File: src/rtl/alu_op_sequencer.sv
// alu_op_sequencer: decodes ALU requests, drives the ALU one cycle and returns a registered result.
// Optional ALU_SEQ_OVF_EN adds rsp_ovf, the signed overflow of the funct add/sub passes.
module alu_op_sequencer #(
  parameter int WIDTH = 32
) (
  input  logic             clk,
  input  logic             rst_n,
  input  logic             req_valid,
  output logic             req_ready,
  input  logic [1:0]       req_aluop,
  input  logic [5:0]       req_funct,
  input  logic [WIDTH-1:0] req_a,
  input  logic [WIDTH-1:0] req_b,
  output logic [WIDTH-1:0] alu_a,
  output logic [WIDTH-1:0] alu_b,
  output logic [3:0]       alu_ctrl,
  input  logic [WIDTH-1:0] alu_result,
  input  logic             alu_zero,
  input  logic             alu_neg,
  output logic             rsp_valid,
  input  logic             rsp_ready,
  output logic [WIDTH-1:0] rsp_result,
  output logic             rsp_zero,
`ifdef ALU_SEQ_OVF_EN
  output logic             rsp_ovf,
`endif
  output logic             rsp_illegal
);
  localparam int M = WIDTH - 1;
  typedef enum logic [1:0] {IDLE, EXEC, RESP} state_t;
  state_t state, state_nx;
  logic [3:0] dec_ctrl;
  logic dec_illegal, dec_slt, illegal_q, slt_q, sub_ovf, slt_bit;
  always_comb begin
    dec_ctrl = 4'b0000;
    dec_illegal = 1'b0;
    dec_slt = 1'b0;
    case (req_aluop)
      2'b00: dec_ctrl = 4'b0010;
      2'b01: dec_ctrl = 4'b0110;
      2'b10:
        case (req_funct)
          6'b100000, 6'b100001: dec_ctrl = 4'b0010;
          6'b100010, 6'b100011: dec_ctrl = 4'b0110;
          6'b100100: dec_ctrl = 4'b0000;
          6'b100101: dec_ctrl = 4'b0001;
          6'b100111: dec_ctrl = 4'b1100;
          6'b101010: begin
            dec_ctrl = 4'b0110;
            dec_slt = 1'b1;
          end
          default: dec_illegal = 1'b1;
        endcase
      default: dec_illegal = 1'b1;
    endcase
  end
  always_comb begin
    state_nx = state == IDLE ? (req_valid ? EXEC : IDLE) :
               state == EXEC ? RESP : (rsp_ready ? IDLE : RESP);
    req_ready = state == IDLE;
    rsp_valid = state == RESP;
  end
  // SLT runs as a SUB; a signed overflow flips the sign bit, so correct it here
  assign sub_ovf = (alu_a[M] != alu_b[M]) && (alu_result[M] != alu_a[M]);
  assign slt_bit = alu_neg ^ sub_ovf;
`ifdef ALU_SEQ_OVF_EN
  logic sadd_q, ssub_q, add_ovf;
  assign add_ovf = (alu_a[M] == alu_b[M]) && (alu_result[M] != alu_a[M]);
  always_ff @(posedge clk)
    if (!rst_n) begin
      sadd_q <= 1'b0;
      ssub_q <= 1'b0;
      rsp_ovf <= 1'b0;
    end else begin
      if (state == IDLE && req_valid) begin
        sadd_q <= req_aluop == 2'b10 && req_funct == 6'b100000;
        ssub_q <= req_aluop == 2'b10 && req_funct == 6'b100010;
      end
      if (state == EXEC) rsp_ovf <= (sadd_q && add_ovf) || (ssub_q && sub_ovf);
    end
`endif
  always_ff @(posedge clk)
    if (!rst_n) begin
      state <= IDLE;
      alu_a <= '0;
      alu_b <= '0;
      alu_ctrl <= 4'b0000;
      illegal_q <= 1'b0;
      slt_q <= 1'b0;
      rsp_result <= '0;
      rsp_zero <= 1'b0;
      rsp_illegal <= 1'b0;
    end else begin
      state <= state_nx;
      if (state == IDLE && req_valid) begin
        alu_a <= req_a;
        alu_b <= req_b;
        alu_ctrl <= dec_ctrl;
        illegal_q <= dec_illegal;
        slt_q <= dec_slt;
      end
      if (state == EXEC) begin
        rsp_result <= illegal_q ? '0 : slt_q ? {{M{1'b0}}, slt_bit} : alu_result;
        rsp_zero <= illegal_q ? 1'b1 : slt_q ? ~slt_bit : alu_zero;
        rsp_illegal <= illegal_q;
      end
    end
endmodule
File: config.mk
export PLATFORM = sky130hd
export DESIGN_NAME = alu_op_sequencer
export DESIGN_NICKNAME = d
export VERILOG_FILES = /design/src/rtl/alu_op_sequencer.sv
export SDC_FILE = /design/constraint.sdc
export NUM_CORES = 1
export LEC_CHECK = 0
export BUFFER_PORTS_ARGS = -buffer_cell sky130_fd_sc_hd__buf_2
export CAP_MARGIN = 10
export CORE_MARGIN = 1
export CORE_UTILIZATION = 45
export CTS_CLUSTER_DIAMETER = 80
export CTS_CLUSTER_SIZE = 25
export DETAILED_ROUTE_END_ITERATION = 7
export GPL_ROUTABILITY_DRIVEN = 0
export PLACE_DENSITY = 0.8
export RECOVER_POWER = 25
export SETUP_SLACK_MARGIN = 0.3
export SYNTH_ARGS = -nofsm -noshare
export SYNTH_HDL_FRONTEND = slang
export SYNTH_SLANG_ARGS = --single-unit
File: constraint.sdc
create_clock -name clk -period 1.6 [get_ports clk]
set_clock_uncertainty 0.1 [all_clocks]
set_input_delay 0.24 -clock clk [delete_from_list [all_inputs] [get_ports clk]]
set_output_delay 0.24 -clock clk [all_outputs]
set_load 0.02 [all_outputs]
==> impl_results.md <==
- Ys flop type: sky130_fd_sc_hd__dfxtp_1
- Number of inserted filler cells in the final layout: 678
- Core occupancy in the finished layout: 0.722
- CP endpoint kind: register
- Setup repair after global routing missed its margin: yes
- 1st-pass router iterations: 4
- Max-cap violation count: 0
- Worst min-delay path category: primary input to register
- Critical Path RT: between 1500 and 2000 ps
- Pint: 4.03 mW
- Hold Vio Cnt, Final: 1
- H-tree levels: 3
- Clock latency reported for the late side of the worst-skew pair: between 300 and 400 ps
- Number of buffers on the longest clock path: 2
- Sequential cell area: 0.00214 sq mm
- Antenna violations before repair: 1
- Number of max-slew violations in the final report: 0
- Violation count after the first detailed-route iteration: between 150 and 200
- Relative area change from synthesis to final layout: 55.7%
- Async SR Flop Fraction: 0
- Tmin final: 1440 ps
- Mean Syn Cell Area: 9.05 sq um
- Critical-path cell with the highest stage delay: sky130_fd_sc_hd__dfxtp_4
- CORE AREA: 0.00868 sq mm
- TritonCTS buffer count: 9
- Number of standard-cell rows in the floorplan: 34
- Root buffer cell: sky130_fd_sc_hd__clkbuf_8
- Clock network fraction of design power: 0.268
- Clock Sinks: between 100 and 150
- Global-route wire length before repair: 16.2 mm
- Slew HR: 0.753
- Data arrival time at the worst-slack endpoint: 1640 ps
- Power consumption: between 5 and 6 mW
- Chip Height: 96.6 microns
- Buf+Inv Stages, Crit Path: 3
- Synthesized net count: 555
- Post-layout net count: 801
- Power spent charging and discharging nets: 1.82 mW
- Overall via count from detail_route: just over 4000
- Count of input and output buffers: between 200 and 250
- YS warnings: 0
- Layout Cells excl Fill: 805
- Switching Fraction: 0.311
- Die span in x: 96.6 microns
- Routed wirelength normalized by instance count: around 16 microns
- Aggregate negative setup slack: 0 ps
- DRC violations left: 0
- CP Cell Sequence: nor3b_4 > buf_6 > buf_12 > clkbuf_16 > nand2_1 > a21boi_1
- Area of combinational cells with multiple inputs: 0.00202 sq mm
- Startpoint class of the critical path: register
- Area enclosed by the die boundary: 0.00933 sq mm
- Post-synth EDFFs: 0
- Worst stage delay on the critical path: 380 ps
- Number of ports placed on the die boundary: 214
- ANT nets after route: 0
- Static leakage power: 2.78 nW
- Detailed-placement wirelength estimate: 7.42 mm
- #FFs+latches synth: 106
- CTS tree: built
- Proportion of synthesized chip area in sequential cells: 0.527
- Family with the most delay on the worst path: buffers and inverters
- Netlist area before placement: 0.00403 sq mm
- Final routed wirelength across all metal layers: 12.9 mm
- Status: finished with violations
- Logic pwr share: 0.239
- Final cycle utilization of the critical path: 0.899
- Number of distinct library cell variants in the gate-level netlist after synthesis: 35
- Gr ovfl total: 0
- Share of cells above drive strength 1: 0.391
- Failing checks: hold timing
- Via count of the first global-routing pass: 3526
- Max VDD drop: 0.558 mV
- Vias per cell: between 5 and 6
- Slew @ Worst Pin: 370 ps
- Timing-limited maximum frequency: 695 MHz
- Clock edge transition at the registers on the reported setup and hold paths: 110 ps
- Placed cells: 745
- Startpoint-to-endpoint class of the critical path: register to register
- Number of standard cells after synthesis: 445
- Initial Util: 0.464
- Sequential share of power: 0.493
- Highest net fanout along the worst path: 5
- P per Cell Area: 934 mW/mm^2
- Maximum number of pins on one net before global-route repair: 51
- Hold Slack: -1.13 ps
- Count of endpoints failing setup in the final report: 0
- All-layer global routing usage: 0.226
[placed cells by master (no fill, tap or decap), types with 20 or more instances in the layout]
cell type / n
sky130_fd_sc_hd__a21boi_0: 20
sky130_fd_sc_hd__a21boi_1: 30
sky130_fd_sc_hd__a22oi_1: 28
sky130_fd_sc_hd__buf_2: 162
sky130_fd_sc_hd__clkbuf_1: 50
sky130_fd_sc_hd__dfxtp_1: 101
sky130_fd_sc_hd__nand2_1: 117
sky130_fd_sc_hd__nor2b_1: 36
[stage by stage]
stage | instance area (sq um) | setup slack (ps)
after floorplan | 4070 | 297
after global placement | 5260 | 171
after detailed placement | 5260 | 100
after CTS | 5690 | 185
after global routing | 6270 | 95.1
final | 6270 | 161
[Yosys cell counts (all sizes together) (2+ instances only)]
master	number	area, sq um
mux2i	2	20.0
nor2	5	21.3
dfxtp	106	2120
a22oi	31	233
inv	2	7.51
nand2b	5	31.3
clkbuf	16	60.1
a21boi	67	503
and2	2	12.5
buf	16	95.1
nand2	138	521
nor3	2	21.3
nor2b	36	225
[sequential cells by signal, summed over array words and instances (netlist names)]
| name | count |
|---|---|
| alu_a | 32 |
| alu_b | 32 |
| rsp_result | 32 |
| alu_ctrl | 4 |
| state | 2 |
| illegal_q | 1 |
| rsp_illegal | 1 |
| rsp_zero | 1 |
| slt_q | 1 |
[worst register-to-register path: stages, from the launching register on]
cell and delay (ps):
sky130_fd_sc_hd__dfxtp_4 380, sky130_fd_sc_hd__nor3b_4 230, sky130_fd_sc_hd__buf_6 180, sky130_fd_sc_hd__buf_12 140
sky130_fd_sc_hd__clkbuf_16 160, sky130_fd_sc_hd__nand2_1 60, sky130_fd_sc_hd__a21boi_1 140
[power by group through the flow]
stage	registers (mW)	clock network (mW)	logic, mW
floorplan	3.13	0	0.405
global placement	2.93	0	0.982
detailed placement	2.94	0	1.01
CTS	2.88	1.59	1.11
global route	2.91	1.69	1.50
finish	2.89	1.57	1.40
[final cells by class]
type	count	area share
flip-flops and latches	106	0.341
diodes	1	0.000399
well taps	108	0.0216
repair buffers	266	0.285
clock buffers	10	0.0204
clock inverters	6	0.00818
inverters	2	0.00120
multi-input cells	306	0.322
[cell families after synthesis]
kind of cell	synth area share
mux	0.00777
flops	0.527
compound gates	0.202
simple gates	0.223
buf+inv	0.0404
[worst paths after layout]
path         startpoint  endpoint  slack [ps]  cells after the start
max            state[1]  alu_b[5]         160                      6
min            req_a[8]  alu_a[8]          -1                      3
max reg2reg    state[1]  alu_b[5]         160                      6
min reg2reg    alu_b[7]  alu_b[7]         360                      2
[timing repair]
action	CTS	global route
hold buffers	11	6
endpoints found under the hold margin	11	6
pin swaps	2	36
setup endpoints to repair	106	107
gates cloned	2	14
buffers inserted	5	5
resized for setup	14	101
[routing by layer]
metal	routed length, microns	up-vias	global-route usage
met5	0	-	0
met4	262	0	0.100
met3	890	21	0.0603
met2	6390	168	0.384
met1	5390	1968	0.266
li1	-	1986	-
No activity file was read; power rests on OpenSTA's default activity.
